--- src/rtl/cond_flag_unit_if.sv ---
// Handshake bundle between the execute-stage decoder and cond_flag_unit.
// Decoder side uses master, the flag unit uses slave.
interface cond_flag_unit_if #(
    parameter int COND_W      = 4,
    parameter int STACK_DEPTH = 4
);
    localparam int LW = $clog2(STACK_DEPTH + 1);

    logic [1:0]        ALUFlags;
    logic              FlagWrite;
    logic [COND_W-1:0] Cond;
    logic              flag_push;
    logic              flag_pop;
    logic              err_clr;

    logic              CondEx;
    logic [1:0]        Flags;
    logic [LW-1:0]     stack_level;
    logic              stack_full;
    logic              stack_empty;
    logic              stack_err;

    modport master (
        output ALUFlags, FlagWrite, Cond,
        output flag_push, flag_pop, err_clr,
        input  CondEx, Flags, stack_level,
        input  stack_full, stack_empty, stack_err
    );

    modport slave (
        input  ALUFlags, FlagWrite, Cond,
        input  flag_push, flag_pop, err_clr,
        output CondEx, Flags, stack_level,
        output stack_full, stack_empty, stack_err
    );
endinterface

--- src/rtl/cond_flag_unit.sv ---
// Architectural {V,Z} flag register with condition evaluation.
// Define FLAG_STACK_EN to build the interrupt save/restore flag stack.
module cond_flag_unit #(
    parameter int COND_W      = 4,
    parameter int STACK_DEPTH = 4
) (
    input  logic                  clk,
    input  logic                  rst_n,
    cond_flag_unit_if.slave       bus
);
    localparam int LW = $clog2(STACK_DEPTH + 1);

    logic [1:0] flags_q, flags_d;
    logic       cond_ex;
    logic       v_f, z_f;

    assign v_f = flags_q[1];
    assign z_f = flags_q[0];

    // Decode looks only at the stored flags; codes 8 and above are reserved.
    always_comb begin
        cond_ex = 1'b0;
        if ((bus.Cond >> 3) == '0) begin
            unique case (bus.Cond[2:0])
                3'd0: cond_ex = z_f;
                3'd1: cond_ex = ~z_f;
                3'd2: cond_ex = v_f;
                3'd3: cond_ex = ~v_f;
                3'd4: cond_ex = 1'b1;
                3'd5: cond_ex = 1'b0;
                3'd6: cond_ex = z_f | v_f;
                3'd7: cond_ex = ~z_f & ~v_f;
            endcase
        end
    end

    assign bus.CondEx = cond_ex;
    assign bus.Flags  = flags_q;

    always_ff @(posedge clk or negedge rst_n) begin
        if (!rst_n) flags_q <= 2'b00;
        else        flags_q <= flags_d;
    end

`ifdef FLAG_STACK_EN
    localparam int IW = $clog2(STACK_DEPTH);

    logic [1:0]    stack_q [STACK_DEPTH];
    logic [1:0]    stack_d [STACK_DEPTH];
    logic [LW-1:0] level_q, level_d;
    logic          err_q, err_d;
    logic          full, empty;
    logic [IW-1:0] top_idx, wr_idx;

    assign full    = (level_q == LW'(STACK_DEPTH));
    assign empty   = (level_q == '0);
    assign top_idx = IW'(level_q - 1'b1);
    assign wr_idx  = IW'(level_q);

    always_comb begin
        flags_d = flags_q;
        level_d = level_q;
        stack_d = stack_q;
        err_d   = err_q & ~bus.err_clr;
        if (bus.FlagWrite && cond_ex)
            flags_d = bus.ALUFlags;
        // A successful pop overrides any flag write in the same cycle.
        if (bus.flag_push && bus.flag_pop) begin
            err_d = 1'b1;
        end else if (bus.flag_pop) begin
            if (!empty) begin
                flags_d = stack_q[top_idx];
                level_d = level_q - 1'b1;
            end else begin
                err_d = 1'b1;
            end
        end else if (bus.flag_push) begin
            if (!full) begin
                stack_d[wr_idx] = flags_q;
                level_d = level_q + 1'b1;
            end else begin
                err_d = 1'b1;
            end
        end
    end

    always_ff @(posedge clk or negedge rst_n) begin
        if (!rst_n) begin
            level_q <= '0;
            err_q   <= 1'b0;
        end else begin
            level_q <= level_d;
            err_q   <= err_d;
        end
    end

    // Stack contents are don't-care after reset, so no reset term.
    always_ff @(posedge clk) begin
        stack_q <= stack_d;
    end

    assign bus.stack_level = level_q;
    assign bus.stack_full  = full;
    assign bus.stack_empty = empty;
    assign bus.stack_err   = err_q;
`else
    logic unused_stack_in;

    assign unused_stack_in = ^{bus.flag_push, bus.flag_pop, bus.err_clr};

    always_comb begin
        flags_d = flags_q;
        if (bus.FlagWrite && cond_ex)
            flags_d = bus.ALUFlags;
    end

    assign bus.stack_level = '0;
    assign bus.stack_full  = 1'b0;
    assign bus.stack_empty = 1'b1;
    assign bus.stack_err   = 1'b0;
`endif
endmodule

--- src/flat_wrapper.sv ---
// flat-port wrapper written by rule: the top's interface ports become plain ports
module cond_flag_unit_flat 
#(
    parameter int COND_W      = 4,
    parameter int STACK_DEPTH = 4
)
  (clk, rst_n, bus_ALUFlags, bus_FlagWrite, bus_Cond, bus_flag_push, bus_flag_pop, bus_err_clr, bus_CondEx, bus_Flags, bus_stack_level, bus_stack_full, bus_stack_empty, bus_stack_err);
  cond_flag_unit_if #(.COND_W(COND_W), .STACK_DEPTH(STACK_DEPTH)) bus_i ();
  input  logic clk;
  input  logic rst_n;
  input wire logic [$bits(bus_i.ALUFlags)-1:0] bus_ALUFlags;
  input wire logic [$bits(bus_i.FlagWrite)-1:0] bus_FlagWrite;
  input wire logic [$bits(bus_i.Cond)-1:0] bus_Cond;
  input wire logic [$bits(bus_i.flag_push)-1:0] bus_flag_push;
  input wire logic [$bits(bus_i.flag_pop)-1:0] bus_flag_pop;
  input wire logic [$bits(bus_i.err_clr)-1:0] bus_err_clr;
  output wire logic [$bits(bus_i.CondEx)-1:0] bus_CondEx;
  output wire logic [$bits(bus_i.Flags)-1:0] bus_Flags;
  output wire logic [$bits(bus_i.stack_level)-1:0] bus_stack_level;
  output wire logic [$bits(bus_i.stack_full)-1:0] bus_stack_full;
  output wire logic [$bits(bus_i.stack_empty)-1:0] bus_stack_empty;
  output wire logic [$bits(bus_i.stack_err)-1:0] bus_stack_err;
  assign bus_i.ALUFlags = bus_ALUFlags;
  assign bus_i.FlagWrite = bus_FlagWrite;
  assign bus_i.Cond = bus_Cond;
  assign bus_i.flag_push = bus_flag_push;
  assign bus_i.flag_pop = bus_flag_pop;
  assign bus_i.err_clr = bus_err_clr;
  assign bus_CondEx = bus_i.CondEx;
  assign bus_Flags = bus_i.Flags;
  assign bus_stack_level = bus_i.stack_level;
  assign bus_stack_full = bus_i.stack_full;
  assign bus_stack_empty = bus_i.stack_empty;
  assign bus_stack_err = bus_i.stack_err;
  cond_flag_unit #(.COND_W(COND_W), .STACK_DEPTH(STACK_DEPTH)) u_core (.clk(clk), .rst_n(rst_n), .bus(bus_i));
endmodule
--- config.mk ---
export PLATFORM = sky130hd
export DESIGN_NAME = cond_flag_unit_flat
export DESIGN_NICKNAME = d
export VERILOG_FILES = /design/src/rtl/cond_flag_unit_if.sv /design/src/rtl/cond_flag_unit.sv /design/src/flat_wrapper.sv
export SDC_FILE = /design/constraint.sdc
export NUM_CORES = 1
export LEC_CHECK = 0
export ABC_CLOCK_PERIOD_IN_PS = 3050
export BUFFER_PORTS_ARGS = -buffer_cell sky130_fd_sc_hd__clkbuf_2
export CAP_MARGIN = 20
export CORE_AREA = 2 2 39 41
export CTS_BUF_LIST = sky130_fd_sc_hd__clkbuf_4 sky130_fd_sc_hd__clkbuf_8
export CTS_CLUSTER_SIZE = 16
export DETAILED_ROUTE_END_ITERATION = 6
export DIE_AREA = 0 0 41 43
export GPL_ROUTABILITY_DRIVEN = 1
export PLACE_DENSITY = 0.5
export SLEW_MARGIN = 20
export SYNTH_ARGS = -nofsm -noshare
export SYNTH_HDL_FRONTEND = slang
export SYNTH_SLANG_ARGS = --single-unit
--- constraint.sdc ---
create_clock -name clk -period 3.05 [get_ports clk]
set_input_delay 0.1525 -clock clk [delete_from_list [all_inputs] [get_ports clk]]
set_output_delay 0.1525 -clock clk [all_outputs]
set_load 0.02 [all_outputs]
# [Word-level counts from Yosys, hierarchy flattened]
# Cells that the tools add are included.
[word_totals] regBits=2 input_bits=12 output_inout_bits=9 word_cells=17
[classes] eq_ne=7 muxes=2 n_bitwise=4 n_reduce_logical=3
[op_table] operator="$eq 3x3->1 const B" count=4
[op_table] operator="$pmux 1 s8" count=1
[op_table] operator="$eq 3x2->1 const B" count=2
[op_table] operator="$logic_not 4->1" count=1
[op_table] operator="$eq 3x1->1 const B" count=1
[op_table] operator="$logic_not 3->1" count=1
[op_table] operator="$not 1->1" count=2
[op_table] operator="$and 1x1->1" count=1
[op_table] operator="$logic_and 1x1->1" count=1
[op_table] operator="$mux 1" count=1
[op_table] operator="$or 1x1->1" count=1

# [Longest topological paths before layout]
# Gate-level depths: netlist of the first run.
[depth] depth_word=5 depth_mapped=4 depth_no_buf=4

# [Worst setup path after synthesis of the first run]
# Ideal clock, no wire load.
[synth_path] path_kind="reg2out" start="reg u_core.flags_q[1] (netlist: u_core.bus.Flags[1])" end="out bus_CondEx" arrival_time_ns=1.262 required_time_ns=2.897 path_slack_ns=1.636 stages_incl_launch_ff=5 path_buffers=0 path_cell_list="dfrtp_1 > mux2i_1 > a22oi_1 > xnor2_1 > nor2_1"
[synth_between] elab_chain_cells=4 elab_cells_between_ends=5 classes_between="mux: 2; bitwise: 3"
[synth_rtl] item="start, declared" line="cond_flag_unit.sv:13" source="logic [1:0] flags_q, flags_d;"
[synth_rtl] item="start signal, assigned" line="cond_flag_unit.sv:42" source="else flags_q <= flags_d;"
[synth_rtl] item="$not 1->1" line="cond_flag_unit.sv:28, cond_flag_unit.sv:32"
[synth_rtl] item="$and 1x1->1" line="cond_flag_unit.sv:32" source="3'd7: cond_ex = ~z_f & ~v_f;"
[synth_rtl] item="$pmux 1 s8 (*)" line="cond_flag_unit.sv:24" source="unique case (bus.Cond[2:0])"
[synth_rtl] item="$mux 1 (*)" line="cond_flag_unit.sv:23" source="if ((bus.Cond >> 3) == '0) begin"
[synth_rtl] item="end, declared" line="flat_wrapper.sv:17" source="output wire logic [$bits(bus_i.CondEx)-1:0] bus_CondEx;"
# Every way passes the cells marked *; elsewhere a longest branch is shown, timed or not.

# [Final worst setup path of the first run]
# Same ends and word-level chain as after synthesis.

==> reports/summary.txt, run 1 <==
Power per cell area -> 753.0 mW/mm²
Clk_skew -> 0.001499 ns
RSZ-0062 raised after global routing -> no
HPWL after DPL -> 364.4 µm
Hold Buf Count CTS -> 1
Finished Core Util -> 0.2089
Seq/Total Area, Yosys -> 0.2367
Starting Density -> 0.1528
CP bufs+invs -> 1
Share of cells above drive strength 1 -> 0.4000
Total gr overflow -> 0
Largest net degree at the start of global routing -> 6
Rows -> 14
Die Ht -> 43 µm
Yosys Warn Count -> 0
CTS max path bufs -> 2
Post-CTS setup buffer count -> 0
Initial antenna violation count -> 0
Die width -> 41 µm
Area Overhead vs Synth -> 36.69%
Avg Vias per Cell -> 3.554
F_max -> 0.6127 GHz
Setup Viol. Count Final -> 0
Hold WC Path Type -> in -> reg
First-pass GRT wire length -> 634 µm
Peak VDD IR -> 0.1663 mV
LEAKAGE -> 0.1597 nW
Reg clk slew, reported paths -> 0.03 ns
Sink Count -> 2
# H-tree levels -> 1
Distinct cells, synth -> 14
Fin. max-slew vios -> 0
Global Route Usage Sum -> 0.06231
Endpoint type of the worst setup path -> primary output
Max FFs per register -> 2
Slowest stage cell on the critical path -> dfrtp_1
Post-CTS Resized -> 0
Fin crit share -> 0.5351
Mapped Cells -> 27
Startpoint Class -> flop
CTS tree -> done
Placed cell area -> 256.5 µm²
#FFs+latches synth -> 2
CP Max Fanout -> 4
1st-pass router iterations -> 1
Min cycle time layout -> 1.632 ns
Leading cell types in the layout, fill and taps excluded -> 11 x clkbuf_2, 6 x conb_1, 4 x inv_1
Io pins -> 21
Final net count -> 54
Antenna Cells -> 0
Vias in the first global route -> 174
Status -> finished clean
Fill cells -> 157
DRC viols -> 0
# Max-Cap Violations -> 0
Final Hold Fails -> 0
Total die area -> 0.001763 mm²
Post-Syn Area per Cell -> 7.832 µm²
Crit path arrival time -> 1.48 ns
Routed len/inst -> 7.821 µm
Clock Latency Late Sink -> 0.22 ns
Type of the worst setup path -> reg -> out
DRT iter0 DRCs -> 0
Final wirelength -> 438 µm
Via Count -> 199
Req. time, crit path -> 2.90 ns
Cell Chain, Critical Path -> mux2i_1, a22oi_1, xnor2_1, nor2_1, clkbuf_2
Final instance area -> 289.0 µm²
CTS root buffer -> clkbuf_4
CP top delay family -> flip-flops
Most common cell after layout, fill and taps aside -> clkbuf_2
TNS Setup -> 0 ns
CTS buffer count -> 3
Synth Cell Area -> 211.5 µm²
Core box area -> 0.001384 mm²
IO Port Bufs -> 11
RePlAce Congestion -> 0.6852
Remaining antenna violation count -> 0
Crit path largest cell delay -> 0.39 ns
## report_power, final
part           internal, W  leakage (nW)  switching, W  total [W]
combinational    0.0000395         0.121     0.0000669   0.000106
sequential       0.0000403        0.0245     0.0000129  0.0000532
clock            0.0000434        0.0138     0.0000146  0.0000580
## layer usage
layer | part of all wire | GRT usage
met1 | 0.44 | 0.05806
met2 | 0.48 | 0.06875
met3 | 0.080 | 0.05236
met4 | 0 | 0.08000
met5 | 0 | 0
## logic make-up (layout without fill, tap and decap cells)
kind of cell              after synthesis  after routing  synth area share
AOI/OAI and AO/OA                       4              4            0.1716
xor gates and xnor gates                1              1           0.04143
buffers and inverters                  10             19            0.2840
DFF                                     2              2            0.2367
muxes                                   1              1           0.04734
other                                   2              6           0.03552
and+or+nand+nor                         7              7            0.1835
## synth_stat cells
master / count / area, µm²
a221o_2: 1 / 11.26
a22oi_1: 1 / 7.510
buf_4: 6 / 45.04
conb_1: 2 / 7.510
dfrtp_1: 2 / 50.05
inv_1: 4 / 15.01
mux2i_1: 1 / 10.01
nand3_1: 2 / 10.01
nand4_1: 1 / 6.260
nor2_1: 2 / 7.510
nor2b_1: 1 / 6.260
o41ai_1: 2 / 17.52
or3b_2: 1 / 8.760
xnor2_1: 1 / 8.760
## through the flow
| stage | hold WS, ns | total power [W] | worst slack [ns] | std cells |
|---|---|---|---|---|
| global route | 0.1600 | 0.0002385 | 1.315 | 56 |
| CTS | 0.1637 | 0.0002233 | 1.400 | 56 |
| global placement | -0.05963 | 0.0001593 | 1.666 | 52 |
| floorplan | -0.1431 | 0.0001310 | 1.636 | 31 |
| finish | 0.1700 | 0.0002176 | 1.418 | 56 |
| detailed placement | -0.05718 | 0.0001596 | 1.660 | 52 |
## worst min-delay path, delay by kind of cell
kind	cells	cell delay, ns
compound gates	1	0.07
buf+inv	2	0.12
## layout make-up
class                   instances  area [µm²]  area share
well taps                      16       20.02     0.06926
clock buffers                   3       22.52     0.07792
multi-input cells              19       116.4      0.4026
inverters                       4       15.01     0.05195
repair buffers                 12       65.06      0.2251
flip-flops and latches          2       50.05      0.1732
## worst paths after layout
path                                     start             endpoint  slack, ns  cells past startpoint
hold / removal                 bus_ALUFlags[0]  u_core.bus.Flags[0]       0.17                      3
max in group asynchronous                rst_n  u_core.bus.Flags[0]       2.70                      2
setup reg to reg           u_core.bus.Flags[1]  u_core.bus.Flags[0]       1.71                      4
setup / recovery           u_core.bus.Flags[1]           bus_CondEx       1.42                      5
min in group asynchronous                rst_n  u_core.bus.Flags[1]       0.25                      2
hold reg to reg            u_core.bus.Flags[1]  u_core.bus.Flags[1]       0.56                      2
(Power assumes the default switching activity.)
==> run 2: changes to the inputs <==
- ABC_AREA: unset -> 1
- ABC_CLOCK_PERIOD_IN_PS: 3050 -> 1400
- PLACE_DENSITY: 0.5 -> 0.51
- clock period: 3.05 -> 1.4 ns (I/O delays scaled with it)
==> reports/summary.txt, run 2 <==
Main combinational cell family by area after synthesis -> simple AND/OR/NAND/NOR gates (was buffers and inverters)
CTS buffer count -> 3 (unchanged)
#FFs+latches synth -> 2 (unchanged)
CTS root buffer -> clkbuf_4 (unchanged)
Seq/Total Area, Yosys -> 0.2454 (was 0.2367)
Via Count -> 210 (was 199)
Synth Cell Area -> 203.9 µm² (was 211.5 µm²)
Global Route Usage Sum -> 0.05723 (was 0.06231)
Cell Chain, Critical Path -> inv_1, nand2_1, nand2_1, nand3_1, a21oi_2, buf_4 (was mux2i_1, a22oi_1, xnor2_1, nor2_1, clkbuf_2)
CP bufs+invs -> 2 (was 1)
Largest net degree at the start of global routing -> 4 (was 6)
Post-synthesis simple-gate area fraction -> 0.3804 (was 0.1834)
Slowest stage cell on the critical path -> dfrtp_1 (unchanged)
Area Overhead vs Synth -> 41.10% (was 36.69%)
Clk_skew -> 0.003079 ns (was 0.001499 ns)
First-pass GRT wire length -> 600 µm (was 634 µm)
Remaining antenna violation count -> 0 (unchanged)
Core box area -> 0.001384 mm² (unchanged)
CTS max path bufs -> 2 (unchanged)
Clock Latency Late Sink -> 0.23 ns (was 0.22 ns)
Final net count -> 59 (was 54)
CP Max Fanout -> 3 (was 4)
Routed len/inst -> 6.738 µm (was 7.821 µm)
Vias in the first global route -> 185 (was 174)
F_max -> 0.7713 GHz
Status -> finished clean (unchanged)
Mux cell area share after synthesis -> 0 (was 0.04734)
Initial antenna violation count -> 0 (unchanged)
Starting Density -> 0.1474 (was 0.1528)
DRC viols -> 0 (unchanged)
Post-synthesis adder-cell area fraction -> 0 (unchanged)
Rows -> 14 (unchanged)
Type of the worst setup path -> reg -> out (unchanged)
LEAKAGE -> 0.1795 nW (was 0.1597 nW)
Fin crit share -> 0.9261
Final wirelength -> 411 µm (was 438 µm)
Die Ht -> 43 µm (unchanged)
Post-Syn Area per Cell -> 6.373 µm² (was 7.832 µm²)
Total gr overflow -> 0 (unchanged)
Min cycle time layout -> 1.297 ns
Min Hold Slack -> 0.08426 ns (was 0.1700 ns)
Ys flop type -> dfrtp_1 (unchanged)
Max FFs per register -> 2 (unchanged)
RSZ-0062 raised after global routing -> no (unchanged)
Antenna Cells -> 0 (unchanged)
Compound-Gate Fraction of Synth Area -> 0.02454 (was 0.1716)
Mapped Cells -> 32 (was 27)
Crit path largest cell delay -> 0.39 ns (about the same)
CP top delay family -> flip-flops (unchanged)
Post-synth top cells -> 10 x nand2_1, 6 x buf_4, 5 x inv_1 (was 6 x buf_4, 4 x inv_1)
Crit path arrival time -> 1.23 ns (was 1.48 ns)
Endpoint type of the worst setup path -> primary output (unchanged)
# H-tree levels -> 1 (unchanged)
EDFF count, synth -> 0 (unchanged)
Hold WC Path Type -> in -> reg (unchanged)
Die width -> 41 µm (unchanged)
Reg clk slew, reported paths -> 0.03 ns (about the same)
TNS Setup -> 0 ns (unchanged)
Ranking of synthesized cells by area -> dfrtp_1 25%, buf_4 22%, nand2_1 18% (was dfrtp_1 24%, buf_4 21%, o41ai_1 8.3%)
Share of cells above drive strength 1 -> 0.4000 (unchanged)
DRT iter0 DRCs -> 2 (was 0)
Most common cell in the netlist -> nand2_1 (was buf_4)
# Max-Cap Violations -> 0 (unchanged)
Yosys Warn Count -> 0 (unchanged)
1st-pass router iterations -> 4 (was 1)
Io pins -> 21 (unchanged)
RePlAce Congestion -> 0.5718 (was 0.6852)
Synth Area in XOR/XNOR -> 0 (was 0.04142)
Req. time, crit path -> 1.33 ns (was 2.90 ns)
Power per cell area -> 1307 mW/mm² (was 753.0 mW/mm²)
Final Hold Fails -> 0 (unchanged)
Leading cell types in the layout, fill and taps excluded -> 10 x nand2_1, 10 x clkbuf_2, 6 x conb_1 (was 11 x clkbuf_2, 6 x conb_1, 4 x inv_1)
Startpoint Class -> flop (unchanged)
CTS tree -> done (unchanged)
Top cell type by total area after synthesis -> dfrtp_1 (unchanged)
Fin. max-slew vios -> 0 (unchanged)
IO Port Bufs -> 11 (unchanged)
Post-synth top area share -> 0.2454 (was 0.2367)
Setup Viol. Count Final -> 0 (unchanged)
Total die area -> 0.001763 mm² (unchanged)
Post-CTS setup buffer count -> 0 (unchanged)
Crit-path most repeated cell -> nand2_1
Async S/R FF share, synth -> 1.000 (unchanged)
Fill cells -> 167 (was 157)
Peak VDD IR -> 0.3342 mV (was 0.1663 mV)
Avg Vias per Cell -> 3.443 (was 3.554)
Distinct cells, synth -> 10 (was 14)
Sink Count -> 2 (unchanged)
[run 2: per-layer routing]
layer / track usage / vias to the layer above / share of wire
li1: - / 111 / -
met1: 0.04823 / 84 / 0.34
met2: 0.07813 / 13 / 0.44
met3: 0.04188 / 2 / 0.18
met4: 0.06000 / 0 / 0.036
met5: 0 / - / 0
[run 2: worst paths after layout]
path	startpoint	end	slack (ns)	depth (start not counted)
max	u_core.bus.Flags[0]	bus_CondEx	0.10	6
min	bus_ALUFlags[0]	u_core.bus.Flags[0]	0.08	3
max reg2reg	u_core.bus.Flags[0]	u_core.bus.Flags[0]	0.30	8
min in group asynchronous	rst_n	u_core.bus.Flags[1]	0.16	2
max in group asynchronous	rst_n	u_core.bus.Flags[0]	1.14	2
min reg2reg	u_core.bus.Flags[1]	u_core.bus.Flags[1]	0.49	2
[run 2: repair_timing]
| item | 4_1_cts | 5_1_grt |
|---|---|---|
| setup endpoints to repair | 0 | 1 |
| hold buffers | 1 | 0 |
| gates resized for setup | 0 | 3 |
| hold endpoints to repair | 2 | 0 |
[run 2: tightest hold or removal path, cell delays in order]
cell and delay, ns:
clkbuf_2 0.08, nand4_1 0.07, nand2_1 0.05
[run 2: cell families after synthesis]
kind of cell | after synthesis
other cells | 2
flops | 2
buf+inv | 11
compound gates | 1
simple gates | 16
[run 2: through the flow]
stage	cell area [µm²]	util	worst slack (ns)	total power, W	std cells
finish	287.8	0.2080	0.1034	0.0003762	61
global route	287.8	0.2080	0.02106	0.0004059	61
CTS	281.5	0.2034	0.06877	0.0003808	61
detailed placement	249.0	0.1799	0.3160	0.0002392	57
global placement	249.0	0.1799	0.3084	0.0002400	57
floorplan	219.0	-	0.2007	0.0002051	36
[run 2: report_power, final]
| group | internal, W | leakage (nW) | total, W | switching (W) |
|---|---|---|---|---|
| logic | 0.0000526 | 0.141 | 0.000152 | 0.0000993 |
| clock network | 0.0000950 | 0.0138 | 0.000133 | 0.0000376 |
| registers | 0.0000770 | 0.0249 | 0.0000917 | 0.0000148 |
| total | 0.000225 | 0.179 | 0.000376 | 0.000152 |
[run 2: layout make-up]
cell class                      count  area (µm²)  share of cell area
Clock buffer                        3       22.52             0.07826
Timing Repair Buffer               12       67.56              0.2348
Sequential cell                     2       50.05              0.1739
Tap cell                           16       20.02             0.06957
Inverter                            5       18.77             0.06522
Multi-Input combinational cell     23       108.9              0.3783
==> run 3: changes to the inputs <==
- SETUP_SLACK_MARGIN: unset -> 0.3
==> reports/summary.txt, run 3 (same netlist as run 2, synthesis figures left out) <==
Type of the worst setup path -> reg -> out (unchanged)
Total gr overflow -> 0 (unchanged)
Final Power -> 0.0004607 W (was 0.0003762 W)
Initial antenna violation count -> 0 (unchanged)
Leading cell types in the layout, fill and taps excluded -> 10 x clkbuf_2, 7 x nand2_1, 6 x conb_1 (was 10 x nand2_1, 10 x clkbuf_2, 6 x conb_1)
DRC viols -> 0 (unchanged)
CTS buffer count -> 3 (unchanged)
Sink Count -> 2 (unchanged)
HPWL after DPL -> 352.9 µm
Int Pwr -> 0.0002915 W (was 0.0002245 W)
Met3 Wirelength -> 56 µm (was 72 µm)
CTS root buffer -> clkbuf_4 (unchanged)
Metal2 WL -> 234 µm (was 181 µm)
Sw frac -> 0.3673 (was 0.4032)
Reg2Reg Depth -> 9 (was 8)
Clk_skew -> 0.004948 ns (was 0.003079 ns)
# Max-Cap Violations -> 0 (unchanged)
CTS max path bufs -> 2 (unchanged)
Power per cell area -> 1364 mW/mm² (was 1307 mW/mm²)
Area Overhead vs Synth -> 65.64% (was 41.10%)
Rows -> 14 (unchanged)
Global Route Usage Sum -> 0.05411 (was 0.05723)
TNS Setup -> 0 ns (unchanged)
Io pins -> 21 (unchanged)
Fin. max-slew vios -> 0 (unchanged)
Final Hold Fails -> 0 (unchanged)
Core box area -> 0.001384 mm² (unchanged)
Max FFs per register -> 2 (unchanged)
Startpoint Class -> flop (unchanged)
Req. time, crit path -> 1.33 ns (about the same)
LEAKAGE -> 0.2004 nW (was 0.1795 nW)
CTS tree -> done (unchanged)
Clock Latency Late Sink -> 0.23 ns (about the same)
Largest net degree at the start of global routing -> 4 (unchanged)
Setup Viol. Count Final -> 0 (unchanged)
DRT iter0 DRCs -> 1 (was 2)
Remaining antenna violation count -> 0 (unchanged)
Fin crit share -> 0.9002 (was 0.9261)
Status -> finished clean (unchanged)
Final wirelength -> 446 µm (was 411 µm)
Most common cell after layout, fill and taps aside -> clkbuf_2
Worst hold stages -> 3 (unchanged)
1st-pass router iterations -> 4 (unchanged)
Final net count -> 62 (was 59)
Clock power share -> 0.356 (was 0.352)
Top sig layer -> met3 (was met4)
Starting Density -> 0.1474 (unchanged)
Sequential fraction of design power -> 0.198 (was 0.244)
Die Ht -> 43 µm (unchanged)
Hold WC Path Type -> in -> reg (unchanged)
Endpoint type of the worst setup path -> primary output (unchanged)
IO Port Bufs -> 11 (unchanged)
Routed len/inst -> 6.862 µm (was 6.738 µm)
Avg Vias per Cell -> 3.369 (was 3.443)
WL met1 -> 156 µm (was 141 µm)
Peak VDD IR -> 0.4843 mV (was 0.3342 mV)
Vias in the first global route -> 196 (was 185)
F_max -> 0.7935 GHz (was 0.7713 GHz)
Combinational power share -> 0.446 (was 0.404)
Total die area -> 0.001763 mm² (unchanged)
Via Count -> 219 (was 210)
RSZ-0062 raised after global routing -> yes (was no)
Antenna Cells -> 0 (unchanged)
RePlAce Congestion -> 0.6072 (was 0.5718)
Share of cells above drive strength 1 -> 0.5714 (was 0.4000)
Die width -> 41 µm (unchanged)
Min cycle time layout -> 1.260 ns (was 1.297 ns)
Crit path arrival time -> 1.19 ns (was 1.23 ns)
CP Max Fanout -> 2 (was 3)
First-pass GRT wire length -> 614 µm (was 600 µm)
P_sw -> 0.0001692 W (was 0.0001517 W)
# H-tree levels -> 1 (unchanged)
Reg clk slew, reported paths -> 0.03 ns (about the same)
==> run 3: cell types whose count changed in the layout (fill, tap and decap cells not counted) <==
cell and delta:
nand2_2 +3, dfrtp_1 -1, inv_1 -1, nand2_1 -3, clkbuf_8 +1, buf_4 +2, dfrtp_2 +1, nand3_1 -1
clkbuf_4 +1, inv_2 +1, nand3_2 +1
==> run 3: metrics by stage <==
stage	hold slack [ns]	setup slack (ns)	util	cell area [µm²]	instances
after floorplan	-0.2256	0.3091	-	229.0	36
after global placement	-0.1427	0.3086	0.1872	259.0	57
after detailed placement	-0.1403	0.3030	0.1872	259.0	57
after CTS	0.08277	0.1169	0.2333	322.8	64
after global routing	0.1015	0.08670	0.2441	337.8	65
final	0.08248	0.1397	0.2441	337.8	65
==> run 3: what timing repair did <==
action	4_1_cts	5_1_grt
pin swaps	4	4
setup endpoints to repair	3	3
hold buffers	1	0
buffers inserted	2	1
resized for setup	3	3
hold endpoints to repair	2	0
==> run 3: cell type report <==
| type | count | area, µm² |
|---|---|---|
| Tap cell | 16 | 20.02 |
| Fill cell | 169 | 1046 |
| Multi-Input combinational cell | 23 | 121.4 |
| Inverter | 5 | 18.77 |
| Sequential cell | 2 | 51.30 |
| Clock buffer | 4 | 30.03 |
| Timing Repair Buffer | 15 | 96.34 |
==> run 3: final timing paths <==
kind | start | endpoint | slack [ns]
max in group asynchronous | rst_n | u_core.bus.Flags[0] | 1.13
max | u_core.bus.Flags[0] | bus_CondEx | 0.14
min | bus_ALUFlags[0] | u_core.bus.Flags[0] | 0.08
max reg2reg | u_core.bus.Flags[0] | u_core.bus.Flags[1] | 0.24
min in group asynchronous | rst_n | u_core.bus.Flags[0] | 0.16
min reg2reg | u_core.bus.Flags[1] | u_core.bus.Flags[1] | 0.50
==> run 3: power groups by stage <==
stage	Clock, W	Combinational (W)	Sequential, W
finish	0.000164	0.000206	0.0000913
global route	0.000171	0.000226	0.0000945
CTS	0.000173	0.000186	0.0000924
detailed placement	0	0.000154	0.0000947
global placement	0	0.000152	0.0000955
floorplan	0	0.0000972	0.000115
==> run 3: worst max-delay path, cell delays in order (launching register included) <==
cell      delay, ns
dfrtp_2        0.39
inv_2          0.06
nand2_2        0.04
nand2_2        0.07
nand3_2        0.09
a21oi_2        0.15
clkbuf_8       0.16
==> run 3: routing by layer <==
| layer | vias up | global-route usage |
|---|---|---|
| met2 | 11 | 0.08125 |
| met1 | 90 | 0.05112 |
| met4 | 0 | 0.06000 |
| li1 | 118 | - |
| met3 | 0 | 0.01571 |
| met5 | - | 0 |
